--- src/rtl/wb_block_reader.sv ---
// Pipelined Wishbone block reader: fetches len consecutive words starting at base
// and streams them out through a small FIFO, with credit-based request throttling.
module wb_block_reader #(
    parameter int AW    = 16,
    parameter int DW    = 16,
    parameter int LW    = 8,
    parameter int DEPTH = 4
) (
    input  logic          clk,
    input  logic          rst_n,
    input  logic          start,
    input  logic [AW-1:0] base,
    input  logic [LW-1:0] len,
    output logic          busy,
    output logic          done,
    output logic          out_valid,
    input  logic          out_ready,
    output logic [DW-1:0] out_data,
    output logic          wb_cyc_o,
    output logic          wb_stb_o,
    output logic          wb_we_o,
    output logic [AW-1:0] wb_adr_o,
    input  logic [DW-1:0] wb_dat_i,
    input  logic          wb_ack_i,
    input  logic          wb_stall_i
);

    localparam int CW = $clog2(DEPTH + 1);
    localparam int PW = $clog2(DEPTH);
    localparam logic [CW:0] DEPTH_W = (CW + 1)'(DEPTH);

    typedef enum logic [1:0] {IDLE, REQ, WAIT, FIN} state_t;

    state_t        state_q, state_d;
    logic [AW-1:0] adr_q, adr_d;
    logic [LW-1:0] rem_q, rem_d;
    logic [CW-1:0] out_q, out_d;
    logic [CW-1:0] cnt_q, cnt_d;
    logic [PW-1:0] wptr_q, rptr_q;
    logic [DW-1:0] mem_q [DEPTH];

    logic [CW:0] credit_sum;
    logic        credit_ok;
    logic        issue;
    logic        ack_ok;
    logic        rd;

    // Credits count both in-flight requests and words already parked in the
    // FIFO, so every ack has a free slot regardless of consumer back-pressure.
    assign credit_sum = {1'b0, out_q} + {1'b0, cnt_q};
    assign credit_ok  = credit_sum < DEPTH_W;

    assign wb_cyc_o  = (state_q == REQ) || (state_q == WAIT);
    assign wb_stb_o  = (state_q == REQ) && (rem_q != '0) && credit_ok;
    assign wb_we_o   = 1'b0;
    assign wb_adr_o  = adr_q;
    assign busy      = wb_cyc_o;
    assign done      = (state_q == FIN);
    assign out_valid = (cnt_q != '0);
    assign out_data  = mem_q[rptr_q];

    assign issue  = wb_stb_o && !wb_stall_i;
    assign ack_ok = wb_ack_i && (out_q != '0);
    assign rd     = out_valid && out_ready;

    always_comb begin
        out_d = out_q;
        case ({issue, ack_ok})
            2'b10:   out_d = out_q + CW'(1);
            2'b01:   out_d = out_q - CW'(1);
            default: out_d = out_q;
        endcase
        cnt_d = cnt_q;
        case ({ack_ok, rd})
            2'b10:   cnt_d = cnt_q + CW'(1);
            2'b01:   cnt_d = cnt_q - CW'(1);
            default: cnt_d = cnt_q;
        endcase
    end

    always_comb begin
        state_d = state_q;
        adr_d   = adr_q;
        rem_d   = rem_q;
        case (state_q)
            IDLE: begin
                if (start) begin
                    adr_d   = base;
                    rem_d   = len;
                    state_d = (len != '0) ? REQ : FIN;
                end
            end
            REQ: begin
                if (issue) begin
                    adr_d = adr_q + AW'(1);
                    rem_d = rem_q - LW'(1);
                    if (rem_q == LW'(1)) state_d = WAIT;
                end
            end
            WAIT: begin
                if (out_d == '0) state_d = FIN;
            end
            FIN:     state_d = IDLE;
            default: state_d = IDLE;
        endcase
    end

    always_ff @(posedge clk or negedge rst_n) begin
        if (!rst_n) begin
            state_q <= IDLE;
            adr_q   <= '0;
            rem_q   <= '0;
            out_q   <= '0;
            cnt_q   <= '0;
            wptr_q  <= '0;
            rptr_q  <= '0;
        end else begin
            state_q <= state_d;
            adr_q   <= adr_d;
            rem_q   <= rem_d;
            out_q   <= out_d;
            cnt_q   <= cnt_d;
            if (ack_ok) wptr_q <= wptr_q + PW'(1);
            if (rd)     rptr_q <= rptr_q + PW'(1);
        end
    end

    always_ff @(posedge clk) begin
        if (ack_ok) mem_q[wptr_q] <= wb_dat_i;
    end

endmodule
--- config.mk ---
export PLATFORM = sky130hd
export DESIGN_NAME = wb_block_reader
export DESIGN_NICKNAME = d
export VERILOG_FILES = /design/src/rtl/wb_block_reader.sv
export SDC_FILE = /design/constraint.sdc
export NUM_CORES = 1
export LEC_CHECK = 0
export CORE_ASPECT_RATIO = 0.6
export CORE_MARGIN = 5
export CORE_UTILIZATION = 48
export CTS_CLUSTER_DIAMETER = 100
export DETAILED_ROUTE_END_ITERATION = 16
export PLACE_DENSITY = 0.81
export SYNTH_ARGS = -nofsm -noshare
export SYNTH_HDL_FRONTEND = slang
export SYNTH_SLANG_ARGS = --single-unit
--- constraint.sdc ---
create_clock -name clk -period 2.66 [get_ports clk]
set_input_delay 0.399 -clock clk [delete_from_list [all_inputs] [get_ports clk]]
set_output_delay 0.399 -clock clk [all_outputs]
set_load 0.01 [all_outputs]
Word level (Yosys, flattened, before mapping)
Memory sizes are Yosys's and may differ from the RTL's.
Cells that the tools add are included.

operators by class
  add/subtract/negate cells = 9
  magnitude comparators = 1
  equality and inequality tests = 12
  multiplexer cells = 16
  reduce and logical (&&, ||, !) cells = 17

operators by type and width
  cell                   number
  $mux 16                2
  $pmux 16 s2            1
  $add 16x1->16 const B  1
  $mux 8                 2
  $pmux 8 s2             1
  $reduce_bool 8->1      2
  $pmux 3 s2             2
  $mux 2                 5
  $eq 2x2->1 const B     4
  $eq 8x1->1 const B     1
  $pmux 2 s4             1
  $sub 8x1->8 const B    1
  $add 3x1->3 const B    2
  $eq 2x1->1 const B     3
  $reduce_bool 3->1      2
  $sub 3x1->3 const B    2
  $logic_and 1x1->1      5
  $add 2x1->2 const B    2
  $add 3x3->4            1
  $lt 4x3->1 const B     1
  $ne 2x1->1 const B     2
  $ne 2x2->1 const B     2
  $reduce_and 4->1       1
  $reduce_bool 2->1      2
  6 further kinds        7

storage, ports and cells
  register bits after elaboration = 36
  RAM bits = 64
  bits of input ports = 46
  output and inout bits = 38
  logic and storage cells = 63
  memories = 1

memory list
  name   depth  bits a word  read ports  clocked after Yosys merged registers in  wr ports  RTL line  text
  mem_q  4      16           1           0                                        1         40        logic [DW-1:0] mem_q [DEPTH];

Depth between registers and ports, before layout
  depth after elaboration = 9
  gate-level depth with buffers = 14
  depth with buffers taken out = 13

Worst setup path before layout
OpenSTA, ideal clock, no wires.

  kind = flip-flop to flip-flop
  start point = reg rem_q[0]
  end point = reg state_q[1]
  library setup time = 0.079 ns
  arrival time = 2.747 ns
  data required time = 2.581 ns
  slack = -0.167 ns
  stages on the path, launching flop included = 13
  buffers on the path = 0
  period minus slack after synthesis = 2.827 ns
  path through = dfrtp_1 -> inv_1 -> ha_1 -> or4b_4 -> nor2_1 -> or2_2 -> ha_1 -> inv_1 -> fa_1 -> nand3b_1 -> a32o_1 -> a211oi_2 -> mux2i_1

between the ends
  longest elaborated chain between the ends = 9
  elaborated cells between the ends (all ways) = 13
  classes of those cells = eq/ne: 6; mux: 1; reduce/logical: 6

ends and longest elaborated chain
  element                                          RTL line  text
  start, declared                                  36        logic [LW-1:0] rem_q, rem_d;
  start signal, assigned                           120       rem_q <= rem_d;
  $reduce_bool 8->1                                54        assign wb_stb_o = (state_q == REQ) && (rem_q != '0) && credit_ok;
  $logic_and 1x1->1 (2 in series)                  54
  $logic_and 1x1->1                                62        assign issue = wb_stb_o && !wb_stall_i;
  $eq 2x1->1 / $eq 2x2->1 (equally long branches)  68        case ({issue, ack_ok})
  $pmux 3 s2                                       68
  $logic_not 3->1                                  101       if (out_d == '0) state_d = FIN;
  $ne 2x1->1 (no line)                             --
  $reduce_and 4->1 (no line) *                     --
  end signal, assigned                             118       state_q <= state_d;
  end, declared                                    34        state_t state_q, state_d;

Every way passes the cells marked *; elsewhere a longest branch is shown, timed or not.
A chain may end at the register's enable or synchronous reset.

Final worst setup path
  start point = reg rem_q[1]
  end point = reg state_q[1]

The elaborated chain is that of the path after synthesis.

==> flow_summary.yaml <==
yosys:
  synth_cell_type_count: 56
  synthArstFlopShare: 0.360
  synth_area_sq_mm: 0.00473
  ys_seq_elements: 100
  syn_inst: 356
  synthTopCellsByArea: "edfxtp_1 (41%), dfrtp_1 (19%), mux4_2 (7.6%)"
  yosysTopAreaCell: "edfxtp_1"
  netlist.area_leader.share: 0.406
  ys_seq_area_frac: 0.597
  ys.flop_type: "edfxtp_1"
  yosys_warnings: 0
  postSynthAreaPerCell_sq_um: 13.3
  syn_nets: 420
  synth_edf_count: 64
detailed_routing:
  antenna_left: 0
  vias: 3243
  drt_iter0_drc: 228
  dr.pass1.iters: 4
  drt-total-wl_um: 10400
  routedWlPerCell_um: 17.2
  drcViolationCount: 0
  via_per_inst: 5.40
place:
  dp_hpwl_um: 7310
  dp_cells: 582
  io_buffers: 82
  place.gp.congestion: 0.889
floorplanning:
  die_w_um: 138
  rows: 28
  initial_utilization: 0.485
  dieArea_sq_mm: 0.0120
  ioPinCount: 84
  coreArea_sq_mm: 0.00974
  die_h_um: 86.9
layout:
  mostFrequentLayoutCells: "clkdlybuf4s50_1 (82), edfxtp_1 (64), dfrtp_1 (36)"
  layoutNonFillerInstCount: 601
  final_nets: 525
  syn_to_final_growth_pct: 30.3
  final_common_cell: "clkdlybuf4s50_1"
  drive_above_1_share: 0.155
  diodes: 0
clock_tree:
  cts_buffer_depth: 2
  clkSinkCount: 100
  hold_buffers: 0
  worstSkewPairLatency_ns: 0.35
  htree_levels: 3
  clk_pin_slew_worst_paths_ns: 0.07
  cts-root-buf: "clkbuf_16"
  cts_tree: "done"
  cts_buffers: 9
timing:
  maxSlewHeadroom: 0.641
  setup_slack_ns: -0.113
  min_period_ns: 2.77
  final_hold_viol_count: 0
  setup_viol: 2
  timing.final.crit_share: 1.04
  drv_slew: 0
  rsz0062_at_grt: "true"
  worst_pin_slew_ns: 0.533
  finalSetupTns_ns: -0.204
  max_freq_ghz: 0.361
  hold_slack_ns: 0.462
  skew_ns: 0.0109
grt:
  overflow: 0
  grt_pass1_wl_um: 17000
  grt_max_degree: 44
  grt_pass1_vias: 3335
  grtUsageTotal: 0.181
  antenna_found_initial: 0
critical_path:
  reg2reg_slack_ns: -0.11
  cp_max_fo: 2
  critPathArrivalTime_ns: 3.04
  cp.required_ns: 2.93
  startpoint_type: "flop"
  cp-end-kind: "flop"
  cp-startpoint: "rem_q[1]"
  r2r_start: "rem_q[1]"
  critPathKind: "reg -> reg"
power_and_ir_drop:
  power.leakage_nw: 2.34
  powerDensity_mw_per_mm2: 1150
  power_w: 0.00706
  ir_worst_vdd_mv: 0.623
status:
  violations: "setup timing"
  status: "finished, violations left"
min_path:
  worstHoldPathType: "in -> async"
flow_run:
  drv_cap: 0
-- final timing paths --
check / end / cells after the start
worst max register to register: state_q[1] / 12
worst max-delay path: state_q[1] / 12
min in group clk: cnt_q[2] / 1
worst min register to register: cnt_q[2] / 1
max in group asynchronous: out_q[1] / 2
worst min-delay path: wb_adr_o[13] / 2
-- final cells by class --
cell class | count | area [sq um]
flip-flops and latches | 100 | 2820
clock buffers | 10 | 229
repair buffers | 110 | 1030
clock inverters | 6 | 47.5
inverters | 18 | 67.6
well taps | 135 | 169
fillers | 753 | 3580
multi-input cells | 222 | 1790
-- synth_stat cells, types with 2 or more instances --
| cell | n |
|---|---|
| edfxtp_1 | 64 |
| dfrtp_1 | 36 |
| a21oi_1 | 25 |
| nand2_1 | 23 |
| nor2_1 | 22 |
| inv_1 | 18 |
| ha_1 | 16 |
| mux4_2 | 16 |
| o21ai_0 | 15 |
| nand3_1 | 12 |
| clkbuf_1 | 8 |
| and3_1 | 7 |
| nor3_1 | 7 |
| and2_1 | 6 |
| mux2i_1 | 6 |
| and4_1 | 5 |
| xnor2_1 | 5 |
| xor2_1 | 5 |
| a31oi_1 | 4 |
| buf_2 | 4 |
| buf_4 | 4 |
| nor4_1 | 4 |
| nand2b_1 | 3 |
| o22ai_1 | 3 |
| a211oi_1 | 2 |
| fa_1 | 2 |
| o21a_1 | 2 |
| o31a_1 | 2 |
| o32a_1 | 2 |
| or3_1 | 2 |
-- stage by stage --
| step | utilization | cell area (sq um) | setup slack (ns) |
|---|---|---|---|
| after floorplan | - | 4750 | -0.0800 |
| after global placement | 0.600 | 5850 | -0.0574 |
| after detailed placement | 0.600 | 5850 | -0.144 |
| after CTS | 0.631 | 6140 | -0.116 |
| after global routing | 0.632 | 6160 | -0.264 |
| final | 0.632 | 6160 | -0.113 |
-- layer usage --
metal	vias up	routed length, um	track usage
met5	-	0	0
met4	0	177	0.0619
met3	14	575	0.0505
met2	91	4800	0.280
met1	1583	4810	0.251
li1	1555	-	-
-- sequential cells by signal, indices dropped and copies added, names as in the netlist --
| signal | count |
|---|---|
| mem_q | 64 |
| rem_q | 8 |
| state_q | 2 |
| wb_adr_o | 16 |
| cnt_q | 3 |
| rptr_q | 2 |
| out_q | 3 |
| wptr_q | 2 |
-- cell families (layout without fill, tap and decap cells) --
group,count (synthesis),in the layout,share of synthesized area
simple gates,103,103,0.120
compound gates,68,68,0.0924
fa+ha+maj,18,18,0.0508
mux,22,22,0.0889
flops,100,100,0.597
buf+inv,34,144,0.0312
other cells,1,1,0.000793
xor+xnor,10,10,0.0185
-- timing repair --
| item | in CTS | in global routing |
|---|---|---|
| endpoints found under the setup margin | 2 | 2 |
| pin swaps | 1 | 2 |
| buffers inserted | 1 | 2 |
| gates resized for setup | 4 | 0 |
-- critical path, stage by stage, from the launching register on --
cell and delay [ns]:
dfrtp_1 0.40, inv_2 0.09, ha_4 0.12, or4b_4 0.47
nor2_4 0.10, or2_4 0.13, ha_4 0.12, inv_2 0.03
fa_1 0.49, nand3b_1 0.08, a32o_1 0.26, a211oi_2 0.20
mux2i_1 0.20
-- report_power, final --
part	switching (W)	internal, W
clock network	0.000575	0.000645
logic	0.00167	0.00170
registers	0.000310	0.00215
Power figures use the tool's default switching activity.
